--- src/rtl/tri_pkg.sv ---
// Shared types, widths and edge ordering for the triangle hit scheduler.
package tri_pkg;

  localparam int CW_DEF      = 12;
  localparam int EXT_W_DEF   = CW_DEF + 1;
  localparam int CROSS_W_DEF = 2 * CW_DEF + 3;

  typedef enum logic [1:0] {
    ST_IDLE = 2'd0,
    ST_SCAN = 2'd1,
    ST_DONE = 2'd2
  } state_t;

  localparam logic [1:0] EDGE0_A  = 2'd0;
  localparam logic [1:0] EDGE0_B  = 2'd1;
  localparam logic [1:0] EDGE1_A  = 2'd1;
  localparam logic [1:0] EDGE1_B  = 2'd2;
  localparam logic [1:0] EDGE2_A  = 2'd2;
  localparam logic [1:0] EDGE2_B  = 2'd0;
  localparam logic [1:0] VTX_NONE = 2'd3;

  function automatic int ext_w(input int cw);
    return cw + 1;
  endfunction

  function automatic int cross_w(input int cw);
    return 2 * cw + 3;
  endfunction

  function automatic logic [1:0] edge_vtx_a(input logic [1:0] e);
    case (e)
      2'd0:    return EDGE0_A;
      2'd1:    return EDGE1_A;
      2'd2:    return EDGE2_A;
      default: return EDGE0_A;
    endcase
  endfunction

  function automatic logic [1:0] edge_vtx_b(input logic [1:0] e);
    case (e)
      2'd0:    return EDGE0_B;
      2'd1:    return EDGE1_B;
      2'd2:    return EDGE2_B;
      default: return EDGE0_B;
    endcase
  endfunction

endpackage

--- src/rtl/tri_hit_scheduler_edge_sign.sv ---
// Combinational edge-function sign for point P against directed edge (A,B).
module edge_sign
  import tri_pkg::*;
#(
  parameter int CW = CW_DEF
) (
  input  logic [CW-1:0] i_p_x,
  input  logic [CW-1:0] i_p_y,
  input  logic [CW-1:0] i_a_x,
  input  logic [CW-1:0] i_a_y,
  input  logic [CW-1:0] i_b_x,
  input  logic [CW-1:0] i_b_y,
  output logic          o_sign
);

  localparam int EW = ext_w(CW);
  localparam int PW = 2 * EW;
  localparam int XW = cross_w(CW);

  logic signed [EW-1:0] w_dx_pb, w_dy_ab, w_dx_ab, w_dy_pb;
  logic signed [PW-1:0] w_m1, w_m2;
  logic signed [XW-1:0] w_cross;

  // Differences are taken one bit wider so full-range coordinates never wrap.
  assign w_dx_pb = $signed({i_p_x[CW-1], i_p_x}) - $signed({i_b_x[CW-1], i_b_x});
  assign w_dy_ab = $signed({i_a_y[CW-1], i_a_y}) - $signed({i_b_y[CW-1], i_b_y});
  assign w_dx_ab = $signed({i_a_x[CW-1], i_a_x}) - $signed({i_b_x[CW-1], i_b_x});
  assign w_dy_pb = $signed({i_p_y[CW-1], i_p_y}) - $signed({i_b_y[CW-1], i_b_y});

  assign w_m1    = PW'(w_dx_pb) * PW'(w_dy_ab);
  assign w_m2    = PW'(w_dx_ab) * PW'(w_dy_pb);
  assign w_cross = XW'(w_m1) - XW'(w_m2);
  assign o_sign  = ~w_cross[XW-1];

endmodule

--- src/rtl/tri_hit_scheduler.sv ---
// Scans one query point against NTRI triangle slots through a single shared
// edge-sign unit and returns the coverage mask over a valid/ready handshake.
module tri_hit_scheduler
  import tri_pkg::*;
#(
  parameter int NTRI = 4,
  parameter int IDXW = $clog2(NTRI),
  parameter int CW   = CW_DEF
) (
  input  logic            clk,
  input  logic            rst,
  input  logic            cfg_we,
  input  logic [IDXW-1:0] cfg_idx,
  input  logic [1:0]      cfg_vtx,
  input  logic [CW-1:0]   cfg_x,
  input  logic [CW-1:0]   cfg_y,
  input  logic            cfg_clr,
  output logic            cfg_ready,
  input  logic            pt_valid,
  input  logic [CW-1:0]   pt_x,
  input  logic [CW-1:0]   pt_y,
  output logic            pt_ready,
  output logic            res_valid,
  input  logic            res_ready,
  output logic [NTRI-1:0] res_mask,
  output logic            res_hit,
  output logic [IDXW-1:0] res_first
);

  logic [CW-1:0]   r_vx [NTRI][3];
  logic [CW-1:0]   r_vy [NTRI][3];
  logic [NTRI-1:0] r_slot_vld;

  state_t          r_state;
  logic [CW-1:0]   r_px, r_py;
  logic [IDXW-1:0] r_idx;
  logic [1:0]      r_edge;
  logic            r_s0, r_s1;
  logic [NTRI-1:0] r_acc;
  logic [NTRI-1:0] r_mask;
  logic [IDXW-1:0] r_first;
  logic            r_hit, r_res_valid, r_pt_ready, r_cfg_ready;

  logic [1:0]      w_a_sel, w_b_sel;
  logic [CW-1:0]   w_ax, w_ay, w_bx, w_by;
  logic            w_sign, w_bit, w_step_done, w_last;
  logic [NTRI-1:0] w_mask_next;
  logic [IDXW-1:0] w_first;

  assign w_a_sel = edge_vtx_a(r_edge);
  assign w_b_sel = edge_vtx_b(r_edge);
  assign w_ax    = r_vx[r_idx][w_a_sel];
  assign w_ay    = r_vy[r_idx][w_a_sel];
  assign w_bx    = r_vx[r_idx][w_b_sel];
  assign w_by    = r_vy[r_idx][w_b_sel];

  edge_sign #(.CW(CW)) u_edge_sign (
    .i_p_x (r_px),
    .i_p_y (r_py),
    .i_a_x (w_ax),
    .i_a_y (w_ay),
    .i_b_x (w_bx),
    .i_b_y (w_by),
    .o_sign(w_sign)
  );

  // An invalid slot finishes in one cycle; a valid one on its third edge.
  assign w_step_done = !r_slot_vld[r_idx] || (r_edge == 2'd2);
  assign w_bit       = r_slot_vld[r_idx] && (r_edge == 2'd2) &&
                       (r_s0 == r_s1) && (r_s1 == w_sign);
  assign w_last      = (r_idx == IDXW'(NTRI - 1));

  // Mask including the slot finishing this cycle, and its lowest set bit.
  always_comb begin
    w_mask_next        = r_acc;
    w_mask_next[r_idx] = w_bit;
    w_first            = '0;
    for (int i = NTRI - 1; i >= 0; i--) begin
      w_first = w_mask_next[i] ? IDXW'(i) : w_first;
    end
  end

  // Vertex bank and slot-valid bits; writes only land while cfg_ready is high.
  always_ff @(posedge clk or posedge rst) begin
    if (rst) begin
      r_slot_vld <= '0;
      for (int i = 0; i < NTRI; i++) begin
        for (int v = 0; v < 3; v++) begin
          r_vx[i][v] <= '0;
          r_vy[i][v] <= '0;
        end
      end
    end else if (r_cfg_ready) begin
      if (cfg_clr) begin
        r_slot_vld <= '0;
      end else if (cfg_we && (cfg_vtx != VTX_NONE)) begin
        r_vx[cfg_idx][cfg_vtx] <= cfg_x;
        r_vy[cfg_idx][cfg_vtx] <= cfg_y;
        if (cfg_vtx == 2'd2) begin
          r_slot_vld[cfg_idx] <= 1'b1;
        end
      end
    end
  end

  // Scan sequencer with registered handshake and result outputs.
  always_ff @(posedge clk or posedge rst) begin
    if (rst) begin
      r_state     <= ST_IDLE;
      r_px        <= '0;
      r_py        <= '0;
      r_idx       <= '0;
      r_edge      <= 2'd0;
      r_s0        <= 1'b0;
      r_s1        <= 1'b0;
      r_acc       <= '0;
      r_mask      <= '0;
      r_first     <= '0;
      r_hit       <= 1'b0;
      r_res_valid <= 1'b0;
      r_pt_ready  <= 1'b1;
      r_cfg_ready <= 1'b1;
    end else begin
      case (r_state)
        ST_IDLE: begin
          if (pt_valid && r_pt_ready) begin
            r_px        <= pt_x;
            r_py        <= pt_y;
            r_idx       <= '0;
            r_edge      <= 2'd0;
            r_acc       <= '0;
            r_pt_ready  <= 1'b0;
            r_cfg_ready <= 1'b0;
            r_state     <= ST_SCAN;
          end
        end
        ST_SCAN: begin
          case (r_edge)
            2'd0:    r_s0 <= w_sign;
            2'd1:    r_s1 <= w_sign;
            default: ;
          endcase
          if (w_step_done) begin
            r_edge <= 2'd0;
            r_acc  <= w_mask_next;
            if (w_last) begin
              r_mask      <= w_mask_next;
              r_hit       <= |w_mask_next;
              r_first     <= w_first;
              r_res_valid <= 1'b1;
              r_cfg_ready <= 1'b1;
              r_state     <= ST_DONE;
            end else begin
              r_idx <= r_idx + 1'b1;
            end
          end else begin
            r_edge <= r_edge + 2'd1;
          end
        end
        ST_DONE: begin
          if (res_ready) begin
            r_res_valid <= 1'b0;
            r_pt_ready  <= 1'b1;
            r_state     <= ST_IDLE;
          end
        end
        default: begin
          r_res_valid <= 1'b0;
          r_pt_ready  <= 1'b1;
          r_cfg_ready <= 1'b1;
          r_state     <= ST_IDLE;
        end
      endcase
    end
  end

  assign cfg_ready = r_cfg_ready;
  assign pt_ready  = r_pt_ready;
  assign res_valid = r_res_valid;
  assign res_mask  = r_mask;
  assign res_hit   = r_hit;
  assign res_first = r_first;

endmodule

--- config.mk ---
export PLATFORM = sky130hd
export DESIGN_NAME = tri_hit_scheduler
export DESIGN_NICKNAME = d
export VERILOG_FILES = /design/src/rtl/tri_pkg.sv /design/src/rtl/tri_hit_scheduler_edge_sign.sv /design/src/rtl/tri_hit_scheduler.sv
export SDC_FILE = /design/constraint.sdc
export NUM_CORES = 2
export LEC_CHECK = 0
export BUFFER_PORTS_ARGS = -buffer_cell sky130_fd_sc_hd__clkbuf_2
export CAP_MARGIN = 20
export CORE_AREA = 2 2 220 222
export DETAILED_ROUTE_END_ITERATION = 8
export DIE_AREA = 0 0 222 224
export PLACE_DENSITY = 0.82
export SLEW_MARGIN = 5
export SYNTH_ARGS = -nofsm -noshare
export SYNTH_HDL_FRONTEND = slang
export SYNTH_SLANG_ARGS = --single-unit
--- constraint.sdc ---
create_clock -name clk -period 13.8 [get_ports clk]
set_clock_uncertainty 0.1 [all_clocks]
set_input_delay 2.07 -clock clk [delete_from_list [all_inputs] [get_ports clk]]
set_output_delay 2.07 -clock clk [all_outputs]
set_load 0.02 [all_outputs]
# After elaboration in Yosys (flattened, before gate mapping)

Index checks and enable logic that the tools add are counted.

Bits in registers: 338
Bits of input ports: 58
Output and inout bits: 10
Word-level logic and storage cells: 176

$add $sub $neg: 7
$mul: 2
Order comparisons: 11
Eq/ne operators: 14
Multiplexer cells: 62
Bitwise logic cells: 11
Reduce and logical (&&, ||, !) cells: 30

Operators with widths:

| kind                                                      | count |
|---|---|
| 144-bit bitwise mux                                       | 2 |
| 36-bit two-way mux                                        | 5 |
| 36-bit binary-select mux with 2-bit select                | 2 |
| 12-bit two-way mux                                        | 9 |
| 12-bit binary-select mux with 2-bit select                | 4 |
| 36-bit demux with 2-bit select                            | 1 |
| 13-bit by 13-bit multiplier with 26-bit output            | 2 |
| 12-bit by 12-bit subtractor with 13-bit output            | 4 |
| 26-bit by 26-bit subtractor with 27-bit output            | 1 |
| 12-bit demux with 2-bit select                            | 1 |
| 2-bit two-way mux                                         | 12 |
| 4-bit two-way mux                                         | 5 |
| 2-bit case mux with 2 select lines                        | 4 |
| 4-bit AND reduction                                       | 4 |
| 3-bit greater-or-equal comparator (second input constant) | 5 |
| 2-bit NOT with 3-bit output                               | 5 |
| 3-bit AND reduction                                       | 5 |
| 2-bit != test (second input constant)                     | 6 |
| 1-bit logical AND                                         | 9 |
| 1-bit case mux with 3 select lines                        | 3 |
| 2-bit == test (second input constant)                     | 4 |
| 1-bit two-way mux                                         | 8 |
| 4-bit case mux with 2 select lines                        | 1 |
| 2-bit AND reduction                                       | 4 |
| other kinds (17)                                          | 31 |

# Logic depth before layout (Yosys ltp)

Depth after elaboration: 18
Mapped depth: 43
Gate-level depth less buffers: 41

# Cells and area by module

A second synthesis with hierarchy kept.

Cells, all modules: 2795
Area total of the unflattened synthesis: 31027.3 µm²

By module, submodules not included:

| module            | instances | cells an instance | area an instance (µm²) | seq. area each (µm²) |
|---|---|---|---|---|
| tri_hit_scheduler | 1         | 1110              | 15807.7                | 8435.6 |
| edge_sign         | 1         | 1685              | 15219.6                | 0.0 |

# Least setup slack after synthesis

OpenSTA, ideal clock, no wires.

Kind: flip-flop to flip-flop
Start: reg r_idx[0]
End: reg r_first[1] (netlist: res_first[1])
Library setup time: 0.064 ns
Arrival: 10.569 ns
Data required time: 13.636 ns
Setup slack: 3.067 ns
Cell stages (with the launch flop): 38
Path buffers: 4
Clock period less this slack: 10.733 ns
Cells stage by stage: dfrtp_1 buf_2 buf_1 buf_2 mux4_2 nand2_1 o21ai_0 fa_1 a21o_1 a21oi_1 o21bai_1 a31o_2 a211oi_2 nand2b_1 a31oi_1 clkbuf_1 or2_2 inv_1 [... 2 more ...] inv_1 fa_1 fa_1 fa_1 fa_1 inv_1 fa_1 inv_1 ha_1 a211oi_1 o21ai_0 o211ai_1 a21oi_1 nor4_1 xnor2_1 mux2_4 a2111oi_2 a221o_2

Cells in the longest elaborated chain, start to end: 18
Elaborated cells between the ends (all ways): 47
Classes of those cells: add/sub (5); mul (2); order compare (2); eq/ne (2); mux (27); bitwise (2); reduce/logical (7)

Ends and longest elaborated chain:

| item                                                                     | line                                                                 | RTL |
|---|---|---|
| from (decl)                                                              | tri_hit_scheduler.sv:36                                              | `logic [IDXW-1:0] r_idx;` |
| from (signal assigned)                                                   | tri_hit_scheduler.sv:154                                             | `r_idx <= r_idx + 1'b1;` |
| 2-bit NOT with 3-bit output (implied by the code)                        | n/a                                                                  |  |
| 36-bit binary-select mux with 2-bit select, on equally long branches     | n/a                                                                  |  |
| 36-bit two-way mux, on equally long branches (2 in series)               | n/a                                                                  |  |
| 12-bit binary-select mux with 2-bit select, on equally long branches     | n/a                                                                  |  |
| 12-bit two-way mux, on equally long branches (2 in series)               | n/a                                                                  |  |
| 12-bit by 12-bit subtractor with 13-bit output, on equally long branches | n/a                                                                  |  |
| 13-bit by 13-bit multiplier with 26-bit output, on equally long branches | tri_hit_scheduler_edge_sign.sv:30, tri_hit_scheduler_edge_sign.sv:31 |  |
| 26-bit by 26-bit subtractor with 27-bit output                           | tri_hit_scheduler_edge_sign.sv:32                                    | `assign w_cross = XW'(w_m1) - XW'(w_m2);` |
| 1-bit NOT                                                                | tri_hit_scheduler_edge_sign.sv:33                                    | `assign o_sign = ~w_cross[XW-1];` |
| 1-bit == test                                                            | tri_hit_scheduler.sv:70                                              | `(r_s0 == r_s1) && (r_s1 == w_sign);` |
| 1-bit logical AND                                                        | tri_hit_scheduler.sv:70                                              |  |
| 4-bit bitwise mux                                                        | tri_hit_scheduler.sv:76                                              | `w_mask_next[r_idx] = w_bit;` |
| 2-bit two-way mux (4 in series)                                          | tri_hit_scheduler.sv:79                                              | `w_first = w_mask_next[i] ? IDXW'(i) : w_first;` |
| to (signal assigned)                                                     | tri_hit_scheduler.sv:149                                             | `r_first <= w_first;` |
| to (decl)                                                                | tri_hit_scheduler.sv:41                                              | `logic [IDXW-1:0] r_first;` |

Several ways; a longest one is shown, not always the timed one. The select of a mux whose other input is x is not followed.
A chain may end at the register's enable or synchronous reset.

# Worst setup path after layout

Start: reg r_idx[1]
End: reg r_hit (netlist: res_hit)

Cells in the longest elaborated chain, start to end: 15
Elaborated cells between the ends (all ways): 44
Classes of those cells: add/sub (5); mul (2); order compare (2); eq/ne (2); mux (23); bitwise (2); reduce/logical (8)

Ends and longest elaborated chain:

| item                                                                     | line                                                                 | RTL |
|---|---|---|
| 2-bit NOT with 3-bit output (implied by the code)                        | n/a                                                                  |  |
| 36-bit binary-select mux with 2-bit select, on equally long branches     | n/a                                                                  |  |
| 36-bit two-way mux, on equally long branches (2 in series)               | n/a                                                                  |  |
| 12-bit binary-select mux with 2-bit select, on equally long branches     | n/a                                                                  |  |
| 12-bit two-way mux, on equally long branches (2 in series)               | n/a                                                                  |  |
| 12-bit by 12-bit subtractor with 13-bit output, on equally long branches | n/a                                                                  |  |
| 13-bit by 13-bit multiplier with 26-bit output, on equally long branches | tri_hit_scheduler_edge_sign.sv:30, tri_hit_scheduler_edge_sign.sv:31 |  |
| 26-bit by 26-bit subtractor with 27-bit output                           | tri_hit_scheduler_edge_sign.sv:32                                    |  |
| 1-bit NOT                                                                | tri_hit_scheduler_edge_sign.sv:33                                    |  |
| 1-bit == test                                                            | tri_hit_scheduler.sv:70                                              |  |
| 1-bit logical AND                                                        | tri_hit_scheduler.sv:70                                              |  |
| 4-bit bitwise mux                                                        | tri_hit_scheduler.sv:76                                              |  |
| 4-bit OR reduction                                                       | tri_hit_scheduler.sv:148                                             | `r_hit <= \|w_mask_next;` |
| to (signal assigned)                                                     | tri_hit_scheduler.sv:148                                             |  |
| to (decl)                                                                | tri_hit_scheduler.sv:42                                              | `logic r_hit, r_res_valid, r_pt_ready, r_cfg_ready;` |

Several ways; a longest one is shown, not always the timed one. The select of a mux whose other input is x is not followed.

==> impl_results.md <==
* Unrepaired setup endpoints after global routing: no
* Largest net degree at the start of global routing at 213
* Number of fill cells in the layout at 3353
* Detailed placement HPWL at 59220 µm
* R2r endpoint: res_hit
* HP Start: r_px[9]
* Most used cell, CP: fa_1
* Initial antenna violation count at 1
* CP max stage delay at 0.78 ns
* EDFF count, synth at 0
* Yosys cell types at 63
* Cell count of the worst reg-to-reg path at 40
* Vias per cell at around 6.1
* Max clock buf depth at 3
* Synth top area share at 27.53%
* Hold Crit Class: reg -> reg
* Vias in the first global route at 22985
* Startpoint type of the worst setup path: register
* Pre-CTS setup slack at 1.246 ns
* Final Util at 68.97%
* Final Hold Viols at 0
* Synth-to-layout area growth at 6.894%
* Mean post-synth cell area at 11.06 µm²
* Ys Warns at 0
* Core area at 47350 µm²
* Fin nets at between 3000 and 4000
* Worst hold stages at 2
* Slowest CP cell: dfrtp_4
* H-tree levels at 1
* Synth top area cells: dfrtp_1, fa_1, mux2_2
* Num rows at 80
* Slew Viols, Final at 0
* Final min period at 12.66 ns
* CTS tree: built
* Total wire length at just under 80000 µm
* Total congestion overflow at 0
* Seq/Total Area, Yosys at 27.70%
* WP data required at 14.15 ns
* Endpoint of the worst hold path: r_px[9]
* Clock insertion delay at the later pin of the skew report at roughly 0.57 ns
* Reg2reg start: r_idx[1]
* Via Count at 20729
* DRC errors left at 0
* WL per Instance at 22.58 µm
* Setup violations, final at 0
* First-pass GRT wire length at 124000 µm
* Top-Level Pins at 68
* Peak Freq at 79.01 MHz
* Placed Cells at around 3400
* Total Die Area at 49730 µm²
* Critical path peak fanout at 46
* Clock Sink Count at ~340
* Crit path capture type: register
* CTS buffer count at 31
* Layout Cells excl Fill at 3419
* Initial Util at 64.52%
* Status: finished clean
* Worst-path clk slew at 0.07 ns
* Ys flop type: dfrtp_1
* GPL Wtd Cong at around 1.0
* Hold_buf cts at 0
* Async S/R FF share, synth at 100.0%
* Iteration-0 DRC Markers at 1597
* Antenna fix cells at 0
* Setup slack, reg-to-reg at 1.14 ns
* Clk Tree Root Cell: clkbuf_16
* Die Height at ~220 µm
* Worst setup path class: reg -> reg
* Synthesized net count at 3384
* Max-cap violation count at 0
* Die Wd at between 200 and 250 µm
* Synthesized instance count at around 2800
* Global Route Usage Sum at approximately a third
* Post-cts repair resize count at 0
* CP arrival at around 13 ns
* Fraction of layout cells with a size suffix above 1 at 20.90%
* Synthesized flop and latch total at 338
* Final period util at 91.71%
* Antenna Nets Post-Route at 0
* Worst Tran Pin Value at roughly 1.2 ns
* Headroom to the max-slew limit at about a fifth
* Setup ws final at 1.144 ns
* Area of the mapped netlist at 30550 µm²
* First-pass DRT Iterations at 6
* Setup Fix Bufs, Post-CTS at 0
* Synth area leader: dfrtp_1
* I/O Buffers at 67
* Setup TNS at 0 ns
==> state kept, by name (all words and copies together) (netlist names) <==
register and flops:
cfg_ready 1, r_state 2, pt_ready 1, r_acc 4, r_s1 1, r_idx 2
r_py 12, res_first 2, res_mask 4, r_edge 2, res_valid 1, r_vx 144
r_vy 144, res_hit 1, r_s0 1, r_slot_vld 4, r_px 12
==> worst max-delay path by stage <==
stage	startpoint	end	slack, ns	depth (start not counted)
floorplan	rst	r_acc[0]	2.27	1
global placement	r_idx[0]	res_hit	1.61	40
detailed placement	r_idx[0]	res_hit	1.25	40
CTS	r_idx[1]	res_first[1]	1.23	40
global route	r_idx[0]	res_hit	0.50	40
finish	r_idx[1]	res_hit	1.14	40
==> critical path: cells and delay by family (launching register included) <==
family          cells  cell delay, ns
compound gates     11            2.64
flops               1            0.78
fa+ha+maj          10            4.59
mux                 3            1.02
xor+xnor            2            1.26
buf+inv             8            1.04
simple gates        6            1.04
==> cells in the final DEF (no fill, tap or decap), types with 3 or more instances in the layout <==
cell,count
a22oi_1,23
clkbuf_1,6
xor2_1,26
nor2_2,8
o31ai_1,4
fa_1,390
a211oi_1,6
nor2_1,186
clkbuf_16,31
nor3b_1,3
buf_4,43
clkbuf_2,67
mux4_2,73
inv_1,458
o21ai_0,57
ha_1,172
nand4_1,5
xnor2_1,49
nor3_1,6
dfrtp_1,334
o21bai_1,6
mux2i_1,25
a21o_1,5
a31oi_1,7
clkbuf_8,10
clkinvlp_4,3
nand2b_1,39
or2_2,12
clkinv_2,3
mux2_2,313
o21a_1,6
nand3_1,11
and2_1,18
and3_1,6
nor2b_1,32
bufinv_16,3
nand2_1,260
a21oi_1,48
==> cell families (layout without fill, tap and decap cells) <==
| logic type | after synthesis | in the layout | synth area share, % |
|---|---|---|---|
| xor+xnor | 76 | 76 | 2.179 |
| compound gates | 187 | 187 | 3.875 |
| mux | 412 | 412 | 17.79 |
| fa+ha+maj | 564 | 564 | 32.69 |
| simple gates | 597 | 597 | 8.487 |
| buf+inv | 588 | 630 | 7.287 |
| flops | 338 | 338 | 27.70 |
==> per-stage QoR <==
step / area, µm² / hold slack, ns
global route: 32650 / 0.4114
global placement: 31580 / 0.3667
finish: 32650 / 0.3920
CTS: 32650 / 0.3920
floorplan: 30550 / 0.3523
detailed placement: 31580 / 0.3732
==> synth_stat cells, drive strengths merged, types with 2 or more instances <==
cell / n
fa: 390
a21o: 5
nand3: 11
or4: 2
nand2b: 39
nor4: 2
mux2: 314
nor3: 8
mux2i: 25
a211oi: 7
nand2: 260
or2: 12
a31oi: 7
a22oi: 23
xor2: 26
nor3b: 3
o31ai: 4
o21a: 6
nor2: 194
a22o: 2
ha: 174
clkbuf: 102
a2111oi: 4
buf: 25
nor2b: 33
inv: 459
o21bai: 6
o21ai: 58
xnor2: 50
dfrtp: 336
nand4: 5
and2: 18
and3: 6
a21oi: 48
o211ai: 2
mux4: 73
a21boi: 2
dfstp: 2
clkinv: 2
==> cell type report <==
cell class / count / area [µm²] / share of cell area (%)
repair buffers: 112 / 698.2 / 2.138
clock buffers: 47 / 935.9 / 2.866
multi-input cells: 1836 / 19910 / 60.96
well taps: 615 / 769.5 / 2.357
clock inverters: 10 / 136.4 / 0.4177
inverters: 461 / 1738 / 5.322
flip-flops and latches: 338 / 8468 / 25.93
==> routing by layer <==
metal  vias up  track usage [%]  share of wire, %
met1     10767            42.50                40
met2       865            54.57                49
met5         -                0             0.016
li1       8873                -                 -
met4         2            11.84               3.8
met3       222            5.247               7.2
Power is not shown: default switching activity piles up to over one toggle a cycle in this logic, so the estimate is an artifact.
